**src/rtl/lock_display_ctrl_if.sv**
```systemverilog
// Keypad, comparator-event and display signals of the lock display controller.
// The master drives keys/events; the slave (controller) drives display and code.
interface lock_display_ctrl_if;
    logic        key_valid;
    logic [3:0]  key_val;
    logic        key_clear;
    logic        evt_open;
    logic        evt_fail;
    logic        evt_close;
    logic [19:0] big_bin;
    logic [15:0] code_out;
    logic        code_ready;
    logic [2:0]  entry_count;

    modport master (
        output key_valid, key_val, key_clear, evt_open, evt_fail, evt_close,
        input  big_bin, code_out, code_ready, entry_count
    );

    modport slave (
        input  key_valid, key_val, key_clear, evt_open, evt_fail, evt_close,
        output big_bin, code_out, code_ready, entry_count
    );
endinterface

```
**src/rtl/lock_display_ctrl.sv**
```systemverilog
// Digital-lock front end: gathers four keypad digits, hands the code to the
// comparator and sequences the 4-digit display (CLSd / entry / OPEn / ----).
module lock_display_ctrl #(
    parameter int HOLD_CYCLES = 100000000,
    parameter int TIMER_W     = 32
) (
    input  logic               clk,
    input  logic               rst_n,
    lock_display_ctrl_if.slave bus
);
    localparam logic [19:0] CLSD_CODE = 20'b01100_11100_00101_01101;
    localparam logic [19:0] OPEN_CODE = 20'b00000_10000_01110_11110;
    localparam logic [19:0] DASH_CODE = 20'hFFFFF;
    localparam logic [TIMER_W-1:0] TIMER_LAST = TIMER_W'(HOLD_CYCLES - 1);

    typedef enum logic [2:0] {ST_CLOSED, ST_ENTRY, ST_WAIT, ST_OPEN, ST_FAIL} state_t;

    state_t               state_reg,      state_next;
    logic [15:0]          buf_reg,        buf_next;
    logic [2:0]           count_reg,      count_next;
    logic [TIMER_W-1:0]   timer_reg,      timer_next;
    logic [15:0]          code_out_reg,   code_out_next;
    logic                 code_ready_reg, code_ready_next;
    logic [19:0]          big_bin_reg,    big_bin_next;

    logic                 key_ok;
    logic                 timeout;
    logic                 timer_clr;
    logic [15:0]          buf_shift;
    logic [19:0]          digit_disp;

    assign key_ok    = bus.key_valid && (bus.key_val <= 4'd9);
    assign timeout   = (timer_reg == TIMER_LAST);
    assign buf_shift = {buf_reg[11:0], bus.key_val};

    always_comb begin
        state_next      = state_reg;
        buf_next        = buf_reg;
        count_next      = count_reg;
        code_out_next   = code_out_reg;
        code_ready_next = 1'b0;
        timer_clr       = 1'b0;
        case (state_reg)
            ST_CLOSED: begin
                if (key_ok) begin
                    buf_next   = {12'h000, bus.key_val};
                    count_next = 3'd1;
                    timer_clr  = 1'b1;
                    state_next = ST_ENTRY;
                end
            end
            ST_ENTRY: begin
                // Clear wins over a simultaneous key; a key at the timeout edge restarts the timer.
                if (bus.key_clear) begin
                    buf_next   = 16'h0000;
                    count_next = 3'd0;
                    state_next = ST_CLOSED;
                end else if (key_ok) begin
                    buf_next   = buf_shift;
                    count_next = 3'(count_reg + 3'd1);
                    timer_clr  = 1'b1;
                    if (count_reg == 3'd3) begin
                        code_out_next   = buf_shift;
                        code_ready_next = 1'b1;
                        state_next      = ST_WAIT;
                    end
                end else if (timeout) begin
                    buf_next   = 16'h0000;
                    count_next = 3'd0;
                    state_next = ST_CLOSED;
                end
            end
            ST_WAIT: begin
                if (bus.evt_fail || timeout) begin
                    state_next = ST_FAIL;
                end else if (bus.evt_open) begin
                    state_next = ST_OPEN;
                end
                if (state_next != ST_WAIT) begin
                    buf_next   = 16'h0000;
                    count_next = 3'd0;
                end
            end
            ST_OPEN: begin
                if (bus.evt_close) begin
                    state_next = ST_CLOSED;
                end
            end
            ST_FAIL: begin
                if (timeout) begin
                    state_next = ST_CLOSED;
                end
            end
            default: begin
                state_next = ST_CLOSED;
                buf_next   = 16'h0000;
                count_next = 3'd0;
            end
        endcase
        timer_next = (timer_clr || (state_next != state_reg)) ? '0 : timer_reg + 1'b1;
    end

    // Right-aligned entry view: position gi shows a digit only once gi+1 digits are held.
    for (genvar gi = 0; gi < 4; gi++) begin : g_digit
        assign digit_disp[gi*5 +: 5] = (3'(gi) < count_next) ? {1'b0, buf_next[gi*4 +: 4]} : 5'h1F;
    end

    always_comb begin
        big_bin_next = CLSD_CODE;
        case (state_next)
            ST_ENTRY, ST_WAIT: big_bin_next = digit_disp;
            ST_OPEN:           big_bin_next = OPEN_CODE;
            ST_FAIL:           big_bin_next = DASH_CODE;
            default:           big_bin_next = CLSD_CODE;
        endcase
    end

    always_ff @(posedge clk or negedge rst_n) begin
        if (!rst_n) begin
            state_reg      <= ST_CLOSED;
            buf_reg        <= 16'h0000;
            count_reg      <= 3'd0;
            timer_reg      <= '0;
            code_out_reg   <= 16'h0000;
            code_ready_reg <= 1'b0;
            big_bin_reg    <= CLSD_CODE;
        end else begin
            state_reg      <= state_next;
            buf_reg        <= buf_next;
            count_reg      <= count_next;
            timer_reg      <= timer_next;
            code_out_reg   <= code_out_next;
            code_ready_reg <= code_ready_next;
            big_bin_reg    <= big_bin_next;
        end
    end

    assign bus.big_bin     = big_bin_reg;
    assign bus.code_out    = code_out_reg;
    assign bus.code_ready  = code_ready_reg;
    assign bus.entry_count = count_reg;
endmodule

```
**src/flat_wrapper.sv**
```systemverilog
// flat-port wrapper written by rule: the top's interface ports become plain ports
module lock_display_ctrl_flat 
#(
    parameter int HOLD_CYCLES = 100000000,
    parameter int TIMER_W     = 32
)
  (clk, rst_n, bus_key_valid, bus_key_val, bus_key_clear, bus_evt_open, bus_evt_fail, bus_evt_close, bus_big_bin, bus_code_out, bus_code_ready, bus_entry_count);
  lock_display_ctrl_if bus_i ();
  input  logic clk;
  input  logic rst_n;
  input wire logic [$bits(bus_i.key_valid)-1:0] bus_key_valid;
  input wire logic [$bits(bus_i.key_val)-1:0] bus_key_val;
  input wire logic [$bits(bus_i.key_clear)-1:0] bus_key_clear;
  input wire logic [$bits(bus_i.evt_open)-1:0] bus_evt_open;
  input wire logic [$bits(bus_i.evt_fail)-1:0] bus_evt_fail;
  input wire logic [$bits(bus_i.evt_close)-1:0] bus_evt_close;
  output wire logic [$bits(bus_i.big_bin)-1:0] bus_big_bin;
  output wire logic [$bits(bus_i.code_out)-1:0] bus_code_out;
  output wire logic [$bits(bus_i.code_ready)-1:0] bus_code_ready;
  output wire logic [$bits(bus_i.entry_count)-1:0] bus_entry_count;
  assign bus_i.key_valid = bus_key_valid;
  assign bus_i.key_val = bus_key_val;
  assign bus_i.key_clear = bus_key_clear;
  assign bus_i.evt_open = bus_evt_open;
  assign bus_i.evt_fail = bus_evt_fail;
  assign bus_i.evt_close = bus_evt_close;
  assign bus_big_bin = bus_i.big_bin;
  assign bus_code_out = bus_i.code_out;
  assign bus_code_ready = bus_i.code_ready;
  assign bus_entry_count = bus_i.entry_count;
  lock_display_ctrl #(.HOLD_CYCLES(HOLD_CYCLES), .TIMER_W(TIMER_W)) u_core (.clk(clk), .rst_n(rst_n), .bus(bus_i));
endmodule
```
**config.mk**
```make
export PLATFORM = sky130hd
export DESIGN_NAME = lock_display_ctrl_flat
export DESIGN_NICKNAME = d
export VERILOG_FILES = /design/src/rtl/lock_display_ctrl_if.sv /design/src/rtl/lock_display_ctrl.sv /design/src/flat_wrapper.sv
export SDC_FILE = /design/constraint.sdc
export NUM_CORES = 1
export LEC_CHECK = 0
export BUFFER_PORTS_ARGS = -buffer_cell sky130_fd_sc_hd__buf_4
export CAP_MARGIN = 5
export CORE_ASPECT_RATIO = 0.5
export CORE_MARGIN = 5
export CORE_UTILIZATION = 53
export CTS_CLUSTER_DIAMETER = 40
export DETAILED_ROUTE_END_ITERATION = 12
export PLACE_DENSITY = 0.81
export SETUP_SLACK_MARGIN = 0.05
export SYNTH_ARGS = -nofsm -noshare
export SYNTH_HDL_FRONTEND = slang
export SYNTH_SLANG_ARGS = --single-unit
```
**constraint.sdc**
```tcl
create_clock -name clk -period 2.45 [get_ports clk]
set_input_delay 0.3675 -clock clk [delete_from_list [all_inputs] [get_ports clk]]
set_output_delay 0.3675 -clock clk [all_outputs]
set_load 0.05 [all_outputs]
```
==> run metrics <==
vias per cell 5.87; unrepaired setup endpoints after global routing yes; critical path, cell by cell buf_4, or4b_4, a31oi_2, o21a_1, a211oi_2, o311ai_4, buf_12, buf_6, nor2_2; period utilization 103%; EDFF count, synth 0; vias 3660; CTS max path bufs 2; # port buffers 50; slowest CP cell or4b_4; static leakage 2.68 nW; nets 520; Syn Inst Count 400; setup ws final -0.0722 ns; routability cong. 0.917; failing checks negative setup slack; Synth Cell Area 4500 sq um; proportion of layout cells with a drive suffix above 1 44.0%; required time of the worst setup path 2.68 ns; total iterations of the first detailed-routing run 5; area delta synth->final 31.3%; Residual DRC 0; MaxCap Viol Count 0; largest net degree at the start of global routing 60; Syn Nets 414; Slew HR 57.8%; max-slew violation count 0; num ports 51; Setup WS pre-CTS -0.0228 ns; CTS tree done; CTS clk-pin slew, worst paths 0.06 ns; CP max FO 8; clock latency at the later pin of the worst-skew pair 0.34 ns; Initial Util 55.2%; Hold Slack 0.289 ns; worst slew pin tran 0.626 ns; Pwr Density 1120 nW/um^2; Seq/Total Area, Yosys 50.9%; HP Class primary input to register; Final Setup Violations 33; first-pass GRT wire length 17000 um; Arr. time, crit path 2.75 ns; Sink Count 91; Max IR drop VDD 0.000860 V; post-placement cell area 5180 sq um; Detailed Place HPWL 7130 um; DRT iter0 DRCs 395; Fin Clk Skew 0.00543 ns; area leader, netlist dfrtp_1; final hold viol count 0; most common cell after layout, fill and taps aside buf_4; most frequent cells in the layout 100 x buf_4, 81 x dfrtp_1, 31 x nor2_2; critical path type register to register; setup total negative slack -1.64 ns; initial antenna violation count 0; synth warn 0; ranking of synthesized cells by area dfrtp_1 45%, dfstp_2 5.8%, nor2_2 4.5%; Worst Setup Start Kind register; root buf cell clkbuf_16; run status complete, but fails checks; diode count 0; final WL 11800 um; Core Region 8140 sq um; area share of the largest cell type after synthesis 45.1%; CTS Buf Count 9; Die X 140 um; Seq cells post-synth 91; overall routing resource usage 20.5%; asr flop ratio synth 100%; Period minus WS final 2.52 ns; Die H 75.1 um; max FFs per register 32; CP delay by family, top compound AO/OA/AOI/OAI gates; Post-Syn Area per Cell 11.2 sq um; fin area 5900 sq um; H-tree levels 3; row count 23; crit-path max cell delay 0.57 ns; unique cell type count in the Yosys netlist 70; CP Buf/Inv Count 3; Post-synth top flop dfrtp_1; crit end category register; WL/cell 18.9 um; grt total ovfl 0; DIE AREA 10500 sq um; vias in the first global route 3447; Max Fclk 0.396 GHz; ANT nets after route 0
==> kinds of logic after synthesis <==
group,synth area share (%)
AO/OA/AOI/OAI,14.1
XOR/XNOR,5.65
adder cells (fa/ha/maj),0.835
buffers and inverters,4.62
flip-flops,50.9
multiplexers,4.01
AND/OR/NAND/NOR,19.8
==> power breakdown <==
| group | internal (mW) | switching [mW] |
|---|---|---|
| Clock | 0.929 | 0.579 |
| Sequential | 1.78 | 0.166 |
| Combinational | 1.25 | 1.92 |
| Total | 3.97 | 2.66 |
==> cells in the mapped netlist, drive strengths merged (8+ instances only) <==
| cell | instances |
|---|---|
| dfrtp | 81 |
| nor2 | 54 |
| o21ai | 25 |
| inv | 20 |
| nand2 | 18 |
| xnor2 | 17 |
| mux2 | 16 |
| nand3 | 16 |
| buf | 14 |
| a22o | 12 |
| xor2 | 12 |
| dfstp | 10 |
| nand4 | 10 |
| nor3 | 9 |
| a221oi | 8 |
| a22oi | 8 |
==> routing by layer <==
layer  part of all wire, %  up-vias  global-route usage (%)
met5                     0        -                       0
met4                   1.9        0                    6.34
met3                   5.6       27                    4.44
met2                    51      144                    37.2
met1                    41     1843                    25.3
li1                      -     1646                       -
==> worst register-to-register path, stage by stage, from the launching register on <==
cell and delay, ns:
dfrtp_1 0.44, buf_4 0.16, or4b_4 0.57, a31oi_2 0.22
o21a_1 0.21, a211oi_2 0.08, o311ai_4 0.33, buf_12 0.17
buf_6 0.17, nor2_2 0.06
==> final cells by class <==
| type | instances | area, sq um |
|---|---|---|
| multi-input combinational | 275 | 2160 |
| timing repair buffer | 109 | 905 |
| tap | 112 | 140 |
| clock buffer | 11 | 243 |
| fill | 516 | 2240 |
| sequential | 91 | 2290 |
| clock inverter | 5 | 85.1 |
| inverter | 20 | 77.6 |
==> repair_timing <==
action	in CTS	in global routing
setup buffers	0	18
gates resized for setup	3	37
pin swaps	0	14
gates cloned	0	4
endpoints found under the hold margin	31	0
endpoints found under the setup margin	12	52
hold buffers	1	0
==> per-stage QoR <==
step                      instances  utilization, %  power, mW
after floorplan                 400               -       3.72
after global placement          584            63.7       4.41
after detailed placement        584            63.7       4.44
after CTS                       601            68.0       5.96
after global routing            623            72.5       6.89
final                           623            72.5       6.63
==> worst paths after layout <==
| path | start | to | slack, ns | cells after the start |
|---|---|---|---|---|
| min reg2reg | u_core.bus.code_out[9] | u_core.bus.code_out[9] | 0.50 | 1 |
| min | bus_key_val[0] | u_core.bus.code_out[0] | 0.29 | 2 |
| max | u_core.state_reg[2] | u_core.timer_reg[16] | -0.07 | 9 |
| max in group asynchronous | rst_n | u_core.bus.big_bin[14] | 1.24 | 3 |
| max reg2reg | u_core.state_reg[2] | u_core.timer_reg[16] | -0.07 | 9 |
| min in group asynchronous | rst_n | u_core.timer_reg[23] | 0.52 | 2 |
Note: power is estimated with default switching activity, not from simulation.
